==> config.mk <==
export PLATFORM = sky130hd
export DESIGN_NAME = stack_sequencer
export DESIGN_NICKNAME = d
export VERILOG_FILES = /design/src/rtl/stack_sequencer.sv
export SDC_FILE = /design/constraint.sdc
export NUM_CORES = 1
export LEC_CHECK = 0
export BUFFER_PORTS_ARGS = -buffer_cell sky130_fd_sc_hd__buf_4
export CAP_MARGIN = 30
export CORE_MARGIN = 4
export CORE_UTILIZATION = 40
export DETAILED_ROUTE_END_ITERATION = 8
export HOLD_SLACK_MARGIN = 0.12
export PLACE_DENSITY = 0.74
export RECOVER_POWER = 25
export SETUP_SLACK_MARGIN = 0.5
export SLEW_MARGIN = 20
export SYNTH_ARGS = -nofsm -noshare
export SYNTH_HDL_FRONTEND = slang
export SYNTH_SLANG_ARGS = --single-unit
export TNS_END_PERCENT = 20
==> constraint.sdc <==
create_clock -name i_clock -period 2.6 [get_ports i_clock]
set_clock_uncertainty 0.15 [all_clocks]
set_input_delay 0.39 -clock i_clock [delete_from_list [all_inputs] [get_ports i_clock]]
set_output_delay 0.39 -clock i_clock [all_outputs]
set_load 0.005 [all_outputs]
==> src/rtl/stack_sequencer.sv <==
// stack_sequencer: turns push/pop requests into stackpointer steps and stack-memory strobes.
// Build option STACK_PEEK_EN adds i_peek, a non-destructive read of the top word.
module stack_sequencer #(
   parameter int unsigned DEPTH = 256,
   parameter int unsigned CW    = 9
) (
   input  logic        i_clock,
   input  logic        i_reset,
   input  logic        i_push,
   input  logic        i_pop,
`ifdef STACK_PEEK_EN
   input  logic        i_peek,
`endif
   input  logic [0:15] i_pushData,
   input  logic        i_spRead,
   input  logic [0:15] i_topAddr,
   input  logic [0:15] i_memRData,
   output logic [0:2]  o_spCtrl,
   output logic [0:15] o_memAddr,
   output logic [0:15] o_memWData,
   output logic        o_memWe,
   output logic        o_memRe,
   output logic        o_ready,
   output logic        o_popValid,
   output logic [0:15] o_popData,
   output logic        o_full,
   output logic        o_empty,
   output logic        o_err
);

`ifdef STACK_PEEK_EN
   typedef enum logic [2:0] {
      StIdle, StPushWr, StPushInc, StPopDec, StPopRd, StPopDone, StPeekRst
   } state_e;
`else
   typedef enum logic [2:0] {
      StIdle, StPushWr, StPushInc, StPopDec, StPopRd, StPopDone
   } state_e;
`endif

   localparam logic [CW-1:0] FullCount = CW'(DEPTH);
   localparam logic [CW-1:0] CntOne    = CW'(1);

   state_e        r_state;
   logic [CW-1:0] r_count;
   logic [0:1]    r_spStep;
   logic [0:15]   r_memWData;
   logic [0:15]   r_popData;
   logic          r_memWe;
   logic          r_memRe;
   logic          r_popValid;
   logic          r_err;
`ifdef STACK_PEEK_EN
   logic          r_isPeek;
`endif

   logic w_idle;
   logic w_full;
   logic w_empty;
   logic w_illegal;

   assign w_idle  = (r_state == StIdle);
   assign w_full  = (r_count == FullCount);
   assign w_empty = (r_count == '0);

`ifdef STACK_PEEK_EN
   assign w_illegal = (i_push && i_pop) || (i_push && w_full) || (i_pop && w_empty) ||
                      (i_peek && (w_empty || i_push || i_pop));
`else
   assign w_illegal = (i_push && i_pop) || (i_push && w_full) || (i_pop && w_empty);
`endif

   // Strobes are registered on entry to the state that owns them, so each lasts one state.
   always_ff @(posedge i_clock or posedge i_reset) begin
      if (i_reset) begin
         r_state    <= StIdle;
         r_count    <= '0;
         r_spStep   <= 2'b00;
         r_memWData <= 16'h0000;
         r_popData  <= 16'h0000;
         r_memWe    <= 1'b0;
         r_memRe    <= 1'b0;
         r_popValid <= 1'b0;
         r_err      <= 1'b0;
`ifdef STACK_PEEK_EN
         r_isPeek   <= 1'b0;
`endif
      end else begin
         r_spStep   <= 2'b00;
         r_memWe    <= 1'b0;
         r_memRe    <= 1'b0;
         r_popValid <= 1'b0;
         r_err      <= 1'b0;
         case (r_state)
            StIdle: begin
               if (w_illegal) begin
                  r_err <= 1'b1;
               end else if (i_push) begin
                  r_memWData <= i_pushData;
                  r_memWe    <= 1'b1;
                  r_state    <= StPushWr;
               end else if (i_pop) begin
                  r_spStep <= 2'b10;
                  r_state  <= StPopDec;
`ifdef STACK_PEEK_EN
               end else if (i_peek) begin
                  r_spStep <= 2'b10;
                  r_isPeek <= 1'b1;
                  r_state  <= StPopDec;
`endif
               end
            end
            StPushWr: begin
               r_spStep <= 2'b01;
               r_state  <= StPushInc;
            end
            StPushInc: begin
               r_count <= r_count + CntOne;
               r_state <= StIdle;
            end
            StPopDec: begin
`ifdef STACK_PEEK_EN
               if (!r_isPeek) r_count <= r_count - CntOne;
`else
               r_count <= r_count - CntOne;
`endif
               r_memRe <= 1'b1;
               r_state <= StPopRd;
            end
            StPopRd: begin
               r_state <= StPopDone;
            end
            StPopDone: begin
               r_popData  <= i_memRData;
               r_popValid <= 1'b1;
`ifdef STACK_PEEK_EN
               if (r_isPeek) begin
                  r_spStep <= 2'b01;
                  r_isPeek <= 1'b0;
                  r_state  <= StPeekRst;
               end else begin
                  r_state <= StIdle;
               end
            end
            StPeekRst: begin
               r_state <= StIdle;
`else
               r_state <= StIdle;
`endif
            end
            default: r_state <= StIdle;
         endcase
      end
   end

   assign o_spCtrl   = {w_idle & i_spRead, r_spStep};
   assign o_memAddr  = i_topAddr;
   assign o_memWData = r_memWData;
   assign o_memWe    = r_memWe;
   assign o_memRe    = r_memRe;
   assign o_ready    = w_idle;
   assign o_popValid = r_popValid;
   assign o_popData  = r_popData;
   assign o_full     = w_full;
   assign o_empty    = w_empty;
   assign o_err      = r_err;

endmodule

==> results.sh <==
export IMPL_run_status="finished, final reports clean"
export IMPL_cts_tree="built"
export IMPL_start_util_pct=41.71
export IMPL_reg2reg_to="r_count[6]$_DFFE_PP0P_"
export IMPL_grt_pass1_vias=1699
export IMPL_crit_family="simple AND/OR/NAND/NOR gates"
export IMPL_die_w_um=84.01
export IMPL_wl_met1_mm=2.208
export IMPL_die_h_um=84.01
export IMPL_die_area_um2=7058
export IMPL_max_freq_ghz=0.4396
export IMPL_synthArstFlopShare_pct=100.0
export IMPL_netlist_area_um2=2311
export IMPL_synth_nets=260
export IMPL_finalHoldViolations=0
export IMPL_grt_pass1_wl_mm=8.480
export IMPL_ys_ff_latch=50
export IMPL_avgSynthCellArea_um2=11.22
export IMPL_globalplace_congestion=0.8746
export IMPL_rsz0062_at_grt="yes"
export IMPL_synthFlopType="dfrtp_1"
export IMPL_layout_commonest_cell="buf_4"
export IMPL_hold_start="i_memRData[14]"
export IMPL_hpwl_mm=3.755
export IMPL_drt_vias_per_instance=4.835
export IMPL_antenna_cells=0
export IMPL_grt_total_usage_pct=15.05
export IMPL_setup_ws_ns=0.3250
export IMPL_grt_overflow_total=0
export IMPL_min_path_type="in2reg"
export IMPL_ios=111
export IMPL_setup_viol=0
export IMPL_top_layer="met4"
export IMPL_drt_antenna_violating_nets=0
export IMPL_grt_max_degree=28
export IMPL_power_leakage_uw=0.001549
export IMPL_peakVddDrop_mv=0.4989
export IMPL_fin_setup_tns_ns=0
export IMPL_path_max_fanout=8
export IMPL_worstReg2RegStart="r_state[2]$_DFFE_PP0P_"
export IMPL_h_tree_depth=2
export IMPL_cp_end_kind="flop"
export IMPL_cts_buffers=5
export IMPL_finalNetCount=338
export IMPL_cpMaxStageDelayCell="dfrtp_1"
export IMPL_wl_per_cell_um=14.50
export IMPL_rrSetupSlack_ns=0.33
export IMPL_post_place_ws_ns=0.2764
export IMPL_cts_root_buf="clkbuf_8"
export IMPL_cts_sinks=50
export IMPL_ys_types=43
export IMPL_cts_buffer_depth=2
export IMPL_worstHoldPathCells=3
export IMPL_synthToLayoutAreaGrowth_pct=34.33
export IMPL_period_needed_ns=2.275
export IMPL_cp_num_buf_inv=0
export IMPL_worstSkewPairLatency_ns=0.30
export IMPL_critPathKind="reg2reg"
export IMPL_wl_met3_um=465
export IMPL_dr_pass1_iters=4
export IMPL_worst_pin_slew_ns=0.9156
export IMPL_cpPeakStageDelay_ns=0.49
export IMPL_yosys_warnings=0
export IMPL_final_util_pct=56.03
export IMPL_drive_above_1_share_pct=46.32
export IMPL_relSlewSlack_pct=38.89
export IMPL_drt_iter0_markers=74
export IMPL_numPortBuffers=78
export IMPL_wl_met2_mm=2.416
export IMPL_power_density_nw_per_um2=1120
export IMPL_worstHoldEndpoint="o_popData[14]$_DFFE_PP0P_"
export IMPL_core_area_um2=5540
export IMPL_antenna_found_initial=0
export IMPL_cts_clk_slew_worst_paths_ns=0.09
export IMPL_mostFrequentLayoutCells="buf_4 (90), nand2_1 (54), dfrtp_1 (44)"
export IMPL_crit_chain="nor2b_4, and2_0, xor2_1, ha_2, and4b_1, and3_2, o21ai_0, xnor2_1"
export IMPL_worstPathRequired_ns=2.64
export IMPL_reg2regPathDepth=8
export IMPL_syn_inst=206
export IMPL_arrival_ns=2.32
export IMPL_synth_seq_area_share_pct=54.14
export IMPL_num_rows=27
export IMPL_fin_crit_sh_pct=87.50
export IMPL_critPathLaunchType="flop"
export IMPL_wirelength_mm=5.176
export IMPL_vias=1726
export IMPL_drc_errors=0
export IMPL_finalMaxSlewViolations=0
export IMPL_hold_ws_ns=0.1312
export IMPL_drv_cap=0
export IMPL_synth_edf_count=0
[logic make-up after synthesis]
logic type                 after synthesis  synth area share (%)
and+or+nand+nor                         86                 19.76
DFF                                     50                 54.14
buffers and inverters                   29                 8.717
muxes                                   16                 9.258
AOI/OAI and AO/OA                       13                 3.411
xor gates and xnor gates                11                 4.169
adders and majority gates                1                0.5413
[sequential cells by signal (all words and copies together), names as in the netlist]
register / cells
r_count: 9
o_memWe: 1
o_popData: 16
o_err: 1
o_popValid: 1
r_spStep: 2
r_state: 3
o_memRe: 1
o_memWData: 16
[where the power goes]
part / switching, uW / total (uW) / internal (uW)
combinational: 534 / 1420 / 888
clock: 257 / 574 / 316
sequential: 333 / 1480 / 1150
[synth_stat cells, drive strengths merged (4+ instances only)]
| library cell | number | area [um2] |
|---|---|---|
| mux2 | 16 | 214.0 |
| nor3 | 4 | 25.02 |
| nand2 | 54 | 202.7 |
| dfrtp | 50 | 1251 |
| buf | 20 | 167.7 |
| xor2 | 5 | 43.79 |
| clkbuf | 5 | 18.77 |
| xnor2 | 6 | 52.55 |
[tightest hold or removal path: cells and delay by family]
| family | cells | cell delay, ns |
|---|---|---|
| buf+inv | 1 | 0.08 |
| simple gates | 2 | 0.09 |
[routing by layer]
metal	track usage, %	up-vias
li1	-	822
met1	19.16	825
met2	22.63	70
met3	5.923	9
met4	6.579	0
met5	0	-
[per-stage QoR]
step / power, uW / cells / cell area, um2
3_5_place_dp: 2798 / 335 / 2853
4_1_cts: 3391 / 347 / 3017
3_3_place_gp: 2739 / 335 / 2853
5_1_grt: 3732 / 357 / 3104
2_1_floorplan: 2152 / 206 / 2326
6_report: 3478 / 357 / 3104
[how the worst max path moves through the flow]
| stage | start | end | slack [ns] | cells after the start |
|---|---|---|---|---|
| after floorplan | r_state[2]$_DFFE_PP0P_ | r_count[6]$_DFFE_PP0P_ | 0.50 | 10 |
| after global placement | r_state[1]$_DFFE_PP0P_ | r_count[6]$_DFFE_PP0P_ | 0.31 | 8 |
| after detailed placement | r_state[2]$_DFFE_PP0P_ | r_count[6]$_DFFE_PP0P_ | 0.28 | 8 |
| after CTS | r_state[1]$_DFFE_PP0P_ | r_count[6]$_DFFE_PP0P_ | 0.37 | 8 |
| after global routing | r_state[2]$_DFFE_PP0P_ | r_count[6]$_DFFE_PP0P_ | 0.19 | 8 |
| final | r_state[2]$_DFFE_PP0P_ | r_count[6]$_DFFE_PP0P_ | 0.33 | 8 |
[repair_timing]
action,CTS,global route
buffers inserted,0,10
resized for setup,3,11
hold buffers,4,0
pin swaps,0,2
hold endpoints to repair,26,0
endpoints found under the setup margin,21,22
[layout make-up]
cell class | count | area, um2
Multi-Input combinational cell | 127 | 875.8
Inverter | 4 | 15.01
Timing Repair Buffer | 96 | 743.2
Clock buffer | 6 | 82.58
Fill cell | 489 | 2436
Sequential cell | 50 | 1259
Clock inverter | 2 | 38.79
Tap cell | 72 | 90.09
No activity file was read; power rests on OpenSTA's default activity.
